**src/rtl/lp_gearbox_pkg.sv**
```systemverilog
// Shared constants and helpers for the lp_gearbox width up-converter.
// Pure package: no logic, no latency.
// Helpers size residue/fill state and give the output pattern period.
package lp_gearbox_pkg;

   localparam int GB_NBITS_DEF = 12;
   localparam int GB_NIN_DEF   = 4;
   localparam int GB_NOUT_DEF  = 6;

   // Greatest common divisor (Euclid), elaboration-time use.
   function automatic int gb_gcd(int a, int b);
      int x;
      int y;
      int t;
      x = a;
      y = b;
      while (y != 0) begin
         t = x % y;
         x = y;
         y = t;
      end
      return x;
   endfunction

   // Least common multiple.
   function automatic int gb_lcm(int a, int b);
      return (a / gb_gcd(a, b)) * b;
   endfunction

   // Number of input words after which the strobe pattern repeats.
   function automatic int gb_period(int nin, int nout);
      return gb_lcm(nin, nout) / nin;
   endfunction

   // $clog2 that never yields a zero-width vector.
   function automatic int gb_clog2_min1(int n);
      return (n > 1) ? $clog2(n) : 1;
   endfunction

   // Width of fill/total arithmetic: must hold NOUT+NIN-1.
   function automatic int gb_fill_w(int nin, int nout);
      return gb_clog2_min1(nin + nout);
   endfunction

   // Residue store depth in samples (NOUT-1, at least one slot).
   function automatic int gb_store_n(int nout);
      return (nout > 1) ? (nout - 1) : 1;
   endfunction

endpackage

```
**src/rtl/lp_gearbox_shift.sv**
```systemverilog
// Sample-granular concatenate/shift: {dat_i, store_i[fill_i samples]} -> out word + new residue.
// Latency: purely combinational.
// No flow control; caller decides when the result is committed.
module lp_gearbox_shift
   import lp_gearbox_pkg::*;
#(
   parameter  int NBITS = GB_NBITS_DEF,
   parameter  int NIN   = GB_NIN_DEF,
   parameter  int NOUT  = GB_NOUT_DEF,
   localparam int SN    = gb_store_n(NOUT),
   localparam int FW    = gb_fill_w(NIN, NOUT),
   localparam int OW    = gb_clog2_min1(NOUT)
) (
   input  logic [SN*NBITS-1:0]   store_i,
   input  logic [FW-1:0]         fill_i,
   input  logic [NIN*NBITS-1:0]  dat_i,
   output logic [NOUT*NBITS-1:0] word_o,
   output logic [SN*NBITS-1:0]   store_o,
   output logic [OW-1:0]         fill_o,
   output logic                  emit_o
);

   // Padded so every residue read after an emit stays in range.
   localparam int CN = NOUT + NIN + SN;

   logic [NBITS-1:0] comb [CN];
   logic [FW-1:0]    total;

   // Build the combined sample stream: residue first (oldest), then new samples.
   always_comb begin
      for (int j = 0; j < CN; j++) begin
         comb[j] = '0;
      end
      for (int j = 0; j < SN; j++) begin
         if (FW'(j) < fill_i) begin
            comb[j] = store_i[j*NBITS +: NBITS];
         end
      end
      for (int k = 0; k < NIN; k++) begin
         comb[int'(fill_i) + k] = dat_i[k*NBITS +: NBITS];
      end
   end

   // Sample count after this word and whether a full output word is available.
   always_comb begin
      total  = fill_i + FW'(NIN);
      emit_o = (total >= FW'(NOUT));
   end

   // Oldest NOUT samples form the output word; leftovers shift down to sample 0.
   always_comb begin
      word_o  = '0;
      store_o = '0;
      for (int k = 0; k < NOUT; k++) begin
         word_o[k*NBITS +: NBITS] = comb[k];
      end
      for (int j = 0; j < SN; j++) begin
         store_o[j*NBITS +: NBITS] = emit_o ? comb[NOUT + j] : comb[j];
      end
      fill_o = emit_o ? OW'(total - FW'(NOUT)) : OW'(total);
   end

endmodule

```
**src/rtl/lp_gearbox_up.sv**
```systemverilog
// Sample-rate-preserving width up-converter NIN -> NOUT samples with frame realignment.
// Latency: one clock from the completing valid input word to ce_o/dat_o.
// No backpressure: every valid word is absorbed; output is a one-cycle strobe.
module lp_gearbox_up
   import lp_gearbox_pkg::*;
#(
   parameter  int NBITS = GB_NBITS_DEF,
   parameter  int NIN   = GB_NIN_DEF,
   parameter  int NOUT  = GB_NOUT_DEF,
   localparam int OW    = gb_clog2_min1(NOUT)
) (
   input  logic                  clk_i,
   input  logic                  rst_n_i,
   input  logic [NIN*NBITS-1:0]  dat_i,
   input  logic                  valid_i,
   input  logic                  clk_phase_i,
   output logic [NOUT*NBITS-1:0] dat_o,
   output logic                  ce_o,
   output logic                  sync_err_o,
   output logic [OW-1:0]         fill_o
);

   localparam int SN = gb_store_n(NOUT);
   localparam int FW = gb_fill_w(NIN, NOUT);

   if (NIN < 1 || NOUT < NIN) begin : g_param_err
      $error("lp_gearbox_up: illegal ratio NIN=%0d NOUT=%0d", NIN, NOUT);
   end

   logic [SN*NBITS-1:0]   store_r;
   logic [OW-1:0]         fill_r;
   logic [NOUT*NBITS-1:0] dat_r;
   logic                  ce_r;
   logic                  err_r;

   logic [FW-1:0]         eff_fill;
   logic [NOUT*NBITS-1:0] nxt_word;
   logic [SN*NBITS-1:0]   nxt_store;
   logic [OW-1:0]         nxt_fill;
   logic                  emit;

   // A frame marker discards whatever residue is held.
   always_comb begin
      eff_fill = clk_phase_i ? '0 : FW'(fill_r);
   end

   lp_gearbox_shift #(
      .NBITS (NBITS),
      .NIN   (NIN),
      .NOUT  (NOUT)
   ) u_shift (
      .store_i (store_r),
      .fill_i  (eff_fill),
      .dat_i   (dat_i),
      .word_o  (nxt_word),
      .store_o (nxt_store),
      .fill_o  (nxt_fill),
      .emit_o  (emit)
   );

   // Commit residue and output word on valid input; strobes are single-cycle.
   always_ff @(posedge clk_i or negedge rst_n_i) begin
      if (!rst_n_i) begin
         store_r <= '0;
         fill_r  <= '0;
         dat_r   <= '0;
         ce_r    <= 1'b0;
         err_r   <= 1'b0;
      end else begin
         ce_r  <= 1'b0;
         err_r <= 1'b0;
         if (valid_i) begin
            err_r   <= clk_phase_i && (fill_r != '0);
            store_r <= nxt_store;
            fill_r  <= nxt_fill;
            if (emit) begin
               dat_r <= nxt_word;
               ce_r  <= 1'b1;
            end
         end
      end
   end

   assign dat_o      = dat_r;
   assign ce_o       = ce_r;
   assign sync_err_o = err_r;
   assign fill_o     = fill_r;

endmodule

```
**config.mk**
```make
export PLATFORM = sky130hd
export DESIGN_NAME = lp_gearbox_up
export DESIGN_NICKNAME = d
export VERILOG_FILES = /design/src/rtl/lp_gearbox_pkg.sv /design/src/rtl/lp_gearbox_shift.sv /design/src/rtl/lp_gearbox_up.sv
export SDC_FILE = /design/constraint.sdc
export NUM_CORES = 1
export LEC_CHECK = 0
export CAP_MARGIN = 40
export CORE_UTILIZATION = 35
export CTS_CLUSTER_DIAMETER = 120
export DETAILED_ROUTE_END_ITERATION = 10
export PLACE_DENSITY = 0.66
export SLEW_MARGIN = 5
export SYNTH_ARGS = -nofsm -noshare
export SYNTH_HDL_FRONTEND = slang
export SYNTH_SLANG_ARGS = --single-unit
```
**constraint.sdc**
```tcl
create_clock -name clk_i -period 3.67 [get_ports clk_i]
set_input_delay 0.367 -clock clk_i [delete_from_list [all_inputs] [get_ports clk_i]]
set_output_delay 0.367 -clock clk_i [all_outputs]
set_load 0.01 [all_outputs]
```
==> results.toml <==
[clock_tree]
clock_latency_ns = 0.43
cts-resized-gates = 0
cts-root-buf = "clkbuf_16"
cts.clk_slew.worst_paths_ns = 0.06
cts.sinks = 137
h-tree-depth = 4
hold_buffers = 1
clockBufferDepth = 2
tritoncts = "built"
postCtsSetupBuffers = 0
cts-buffers-inserted = 17

[sta]
finClkSkew_ns = 0.00852
hold_viol_final = 0
rsz0062_at_grt = "no"
tightest_slew_ns = 1.02
layout_setup_ws_ns = 0.520
slew_headroom = 0.318
fmax_mhz = 317
setup_viol = 0
drv_slew = 0
setup_tns_ns = 0
period_minus_slack_ns = 3.15
fin_crit_sh = 0.858

[cells_and_area]
n_antenna_cell = 0
multi_input_area_mm2 = 0.00552
seq_area_mm2 = 0.00343
drive_gt1_frac = 0.0894
syn_to_final_growth_pct = 21.9
finalNetCount = 1276
fill_cells = 2681
layout.cells.non_filler = 1572
finalInstanceArea_mm2 = 0.0118

[place]
pre_cts_ws_ns = 0.240
dpl.cell_count = 1539
place_area_mm2 = 0.0112
place.gp.congestion = 0.970
dp_hpwl_um = 26600
io_buffers = 128

[drt]
wl_um = 42600
drt_pass1_iterations = 7
drtIter0Drc = 1673
ant_nets = 0
vias_per_cell = 6.87
routedWlPerCell_um = 27.1
drcViolationCount = 0
vias = 10800

[floorplanning]
fp.dieH_um = 168
start_util = 0.359
io_pins = 129
die_x_um = 168
rows = 60
fp.dieArea_mm2 = 0.0284
core_mm2 = 0.0270

[worst_setup_path]
cp.required_ns = 3.98
path_max_fanout = 24
startpoint_type = "flop"
critPathKind = "reg2reg"
crit_arrival_ns = 3.46
r2r_cells = 10
endpoint_kind = "flop"

[run_status]
run_status = "finished, final reports clean"

[synth]
synth_top_family_by_area = "compound AO/OA/AOI/OAI gates"
synth_edf_count = 0
yosysSeqAreaShare = 0.354
synth_compound_area_frac = 0.375
synthXorXnorAreaFrac = 0
ys_types = 57
synth.cell_area_mm2 = 0.00969
syn-num-nets = 1235
netlist_instances = 1177
yosys_warnings = 0
synth_fa_ha_area_frac = 0.00775
async_reset_ff_frac = 1.00
synthMuxAreaShare = 0.0150
ys.flop_type = "dfrtp_1"
avgSynthCellArea_um2 = 8.23
synthSimpleGateAreaFrac = 0.170
ys_ff_latch = 137

[global_routing]
overflow = 0
grt_pass1_vias = 10200
track_usage = 0.300
grt_pass1_wl_um = 64300
antenna_found_initial = 1
grt_max_degree = 80

[power_and_ir_drop]
power.leakage_uw = 0.00453
ir_drop_uv = 319
p_per_area_mw_per_mm2 = 509

[min_path]
hp-class = "reg2reg"
whs_path_depth = 2

[job]
drv_cap = 0
## where the power goes
part	internal (uW)	switching [uW]	leakage, uW	total [uW]
sequential	1900	218	0.00173	2120
combinational	967	1130	0.00250	2100
clock	1040	758	0.000290	1800
## stage by stage
stage | hold slack [ns] | utilization | total power [uW]
after detailed placement | 0.442 | 0.415 | 4200
after global routing | 0.502 | 0.437 | 6280
after CTS | 0.482 | 0.437 | 6010
after global placement | 0.436 | 0.414 | 4170
after floorplan | 0.0714 | - | 3180
final | 0.475 | 0.437 | 6020
## state kept, by name, summed over array words and instances, names as in the netlist
signal      count
fill_o          3
ce_o            1
store_r        60
dat_o          72
sync_err_o      1
## cells in the mapped netlist (3+ instances only)
cell / n / area [um^2]
o21ai_0: 72 / 360
dfrtp_1: 137 / 3430
a221o_1: 36 / 360
nand2_1: 108 / 405
a2bb2oi_1: 8 / 70.1
mux2_2: 12 / 135
nand3_1: 33 / 165
o31ai_1: 24 / 180
a222oi_1: 4 / 40.0
inv_1: 30 / 113
and2_1: 7 / 43.8
and3_1: 29 / 181
a311oi_1: 11 / 96.3
o22ai_1: 10 / 62.6
buf_2: 20 / 100
ha_1: 6 / 75.1
o211ai_1: 37 / 278
nand2b_1: 5 / 31.3
nor2_1: 78 / 293
a32oi_1: 12 / 105
a31oi_1: 40 / 250
clkbuf_1: 131 / 492
nand4_1: 5 / 31.3
a211oi_1: 48 / 360
nor3_1: 16 / 80.1
o31a_1: 14 / 123
o221ai_1: 43 / 377
or3_1: 17 / 106
a21oi_1: 35 / 175
nor3b_1: 3 / 22.5
a21o_1: 3 / 22.5
a221oi_1: 41 / 359
and3b_1: 3 / 26.3
nor2b_1: 16 / 100
a22oi_1: 48 / 360
buf_1: 7 / 26.3
## logic make-up after synthesis
logic type,after synthesis
AOI/OAI and AO/OA,492
and+or+nand+nor,337
buffers and inverters,192
DFF,137
muxes,13
adders and majority gates,6
## routing by layer
metal | vias to the layer above | global-route usage | share of wire
li1 | 4650 | - | -
met2 | 827 | 0.427 | 0.41
met1 | 5117 | 0.389 | 0.38
met3 | 202 | 0.0912 | 0.13
met4 | 2 | 0.203 | 0.072
met5 | - | 0 | 0.00026
## worst paths after layout
path                            startpoint          end  slack, ns
worst max-delay path             fill_o[1]  store_r[11]       0.52
worst min-delay path             dat_o[55]    dat_o[55]       0.48
worst min register to register   dat_o[55]    dat_o[55]       0.48
min in group asynchronous          rst_n_i     dat_o[5]       0.51
max in group asynchronous          rst_n_i    dat_o[24]       2.35
worst max register to register   fill_o[1]  store_r[11]       0.52
## area by class of cell
| type | instances | area share |
|---|---|---|
| clock buffers | 19 | 0.0383 |
| multi-input cells | 848 | 0.467 |
| flip-flops and latches | 137 | 0.290 |
| clock inverters | 13 | 0.0121 |
| inverters | 32 | 0.0102 |
| well taps | 341 | 0.0361 |
| repair buffers | 182 | 0.146 |
## critical path, cell delays in order (launching register included)
cell and delay [ns]:
dfrtp_1 0.34, inv_1 0.04, buf_4 0.17, nor2_1 0.18
inv_1 0.15, ha_1 0.27, or4b_4 0.53, or3_1 0.70
o21ai_2 0.26, a31oi_1 0.06, a221o_1 0.30
## cells in the final DEF (no fill, tap or decap), types with 37 or more instances in the layout
| master | instances |
|---|---|
| nor2_1 | 78 |
| clkdlybuf4s50_1 | 127 |
| o21ai_0 | 72 |
| o211ai_1 | 37 |
| buf_4 | 50 |
| o221ai_1 | 43 |
| a211oi_1 | 48 |
| nand2_1 | 108 |
| dfrtp_1 | 137 |
| a22oi_1 | 48 |
| a31oi_1 | 40 |
| a221oi_1 | 41 |
Note: power is estimated with default switching activity, not from simulation.
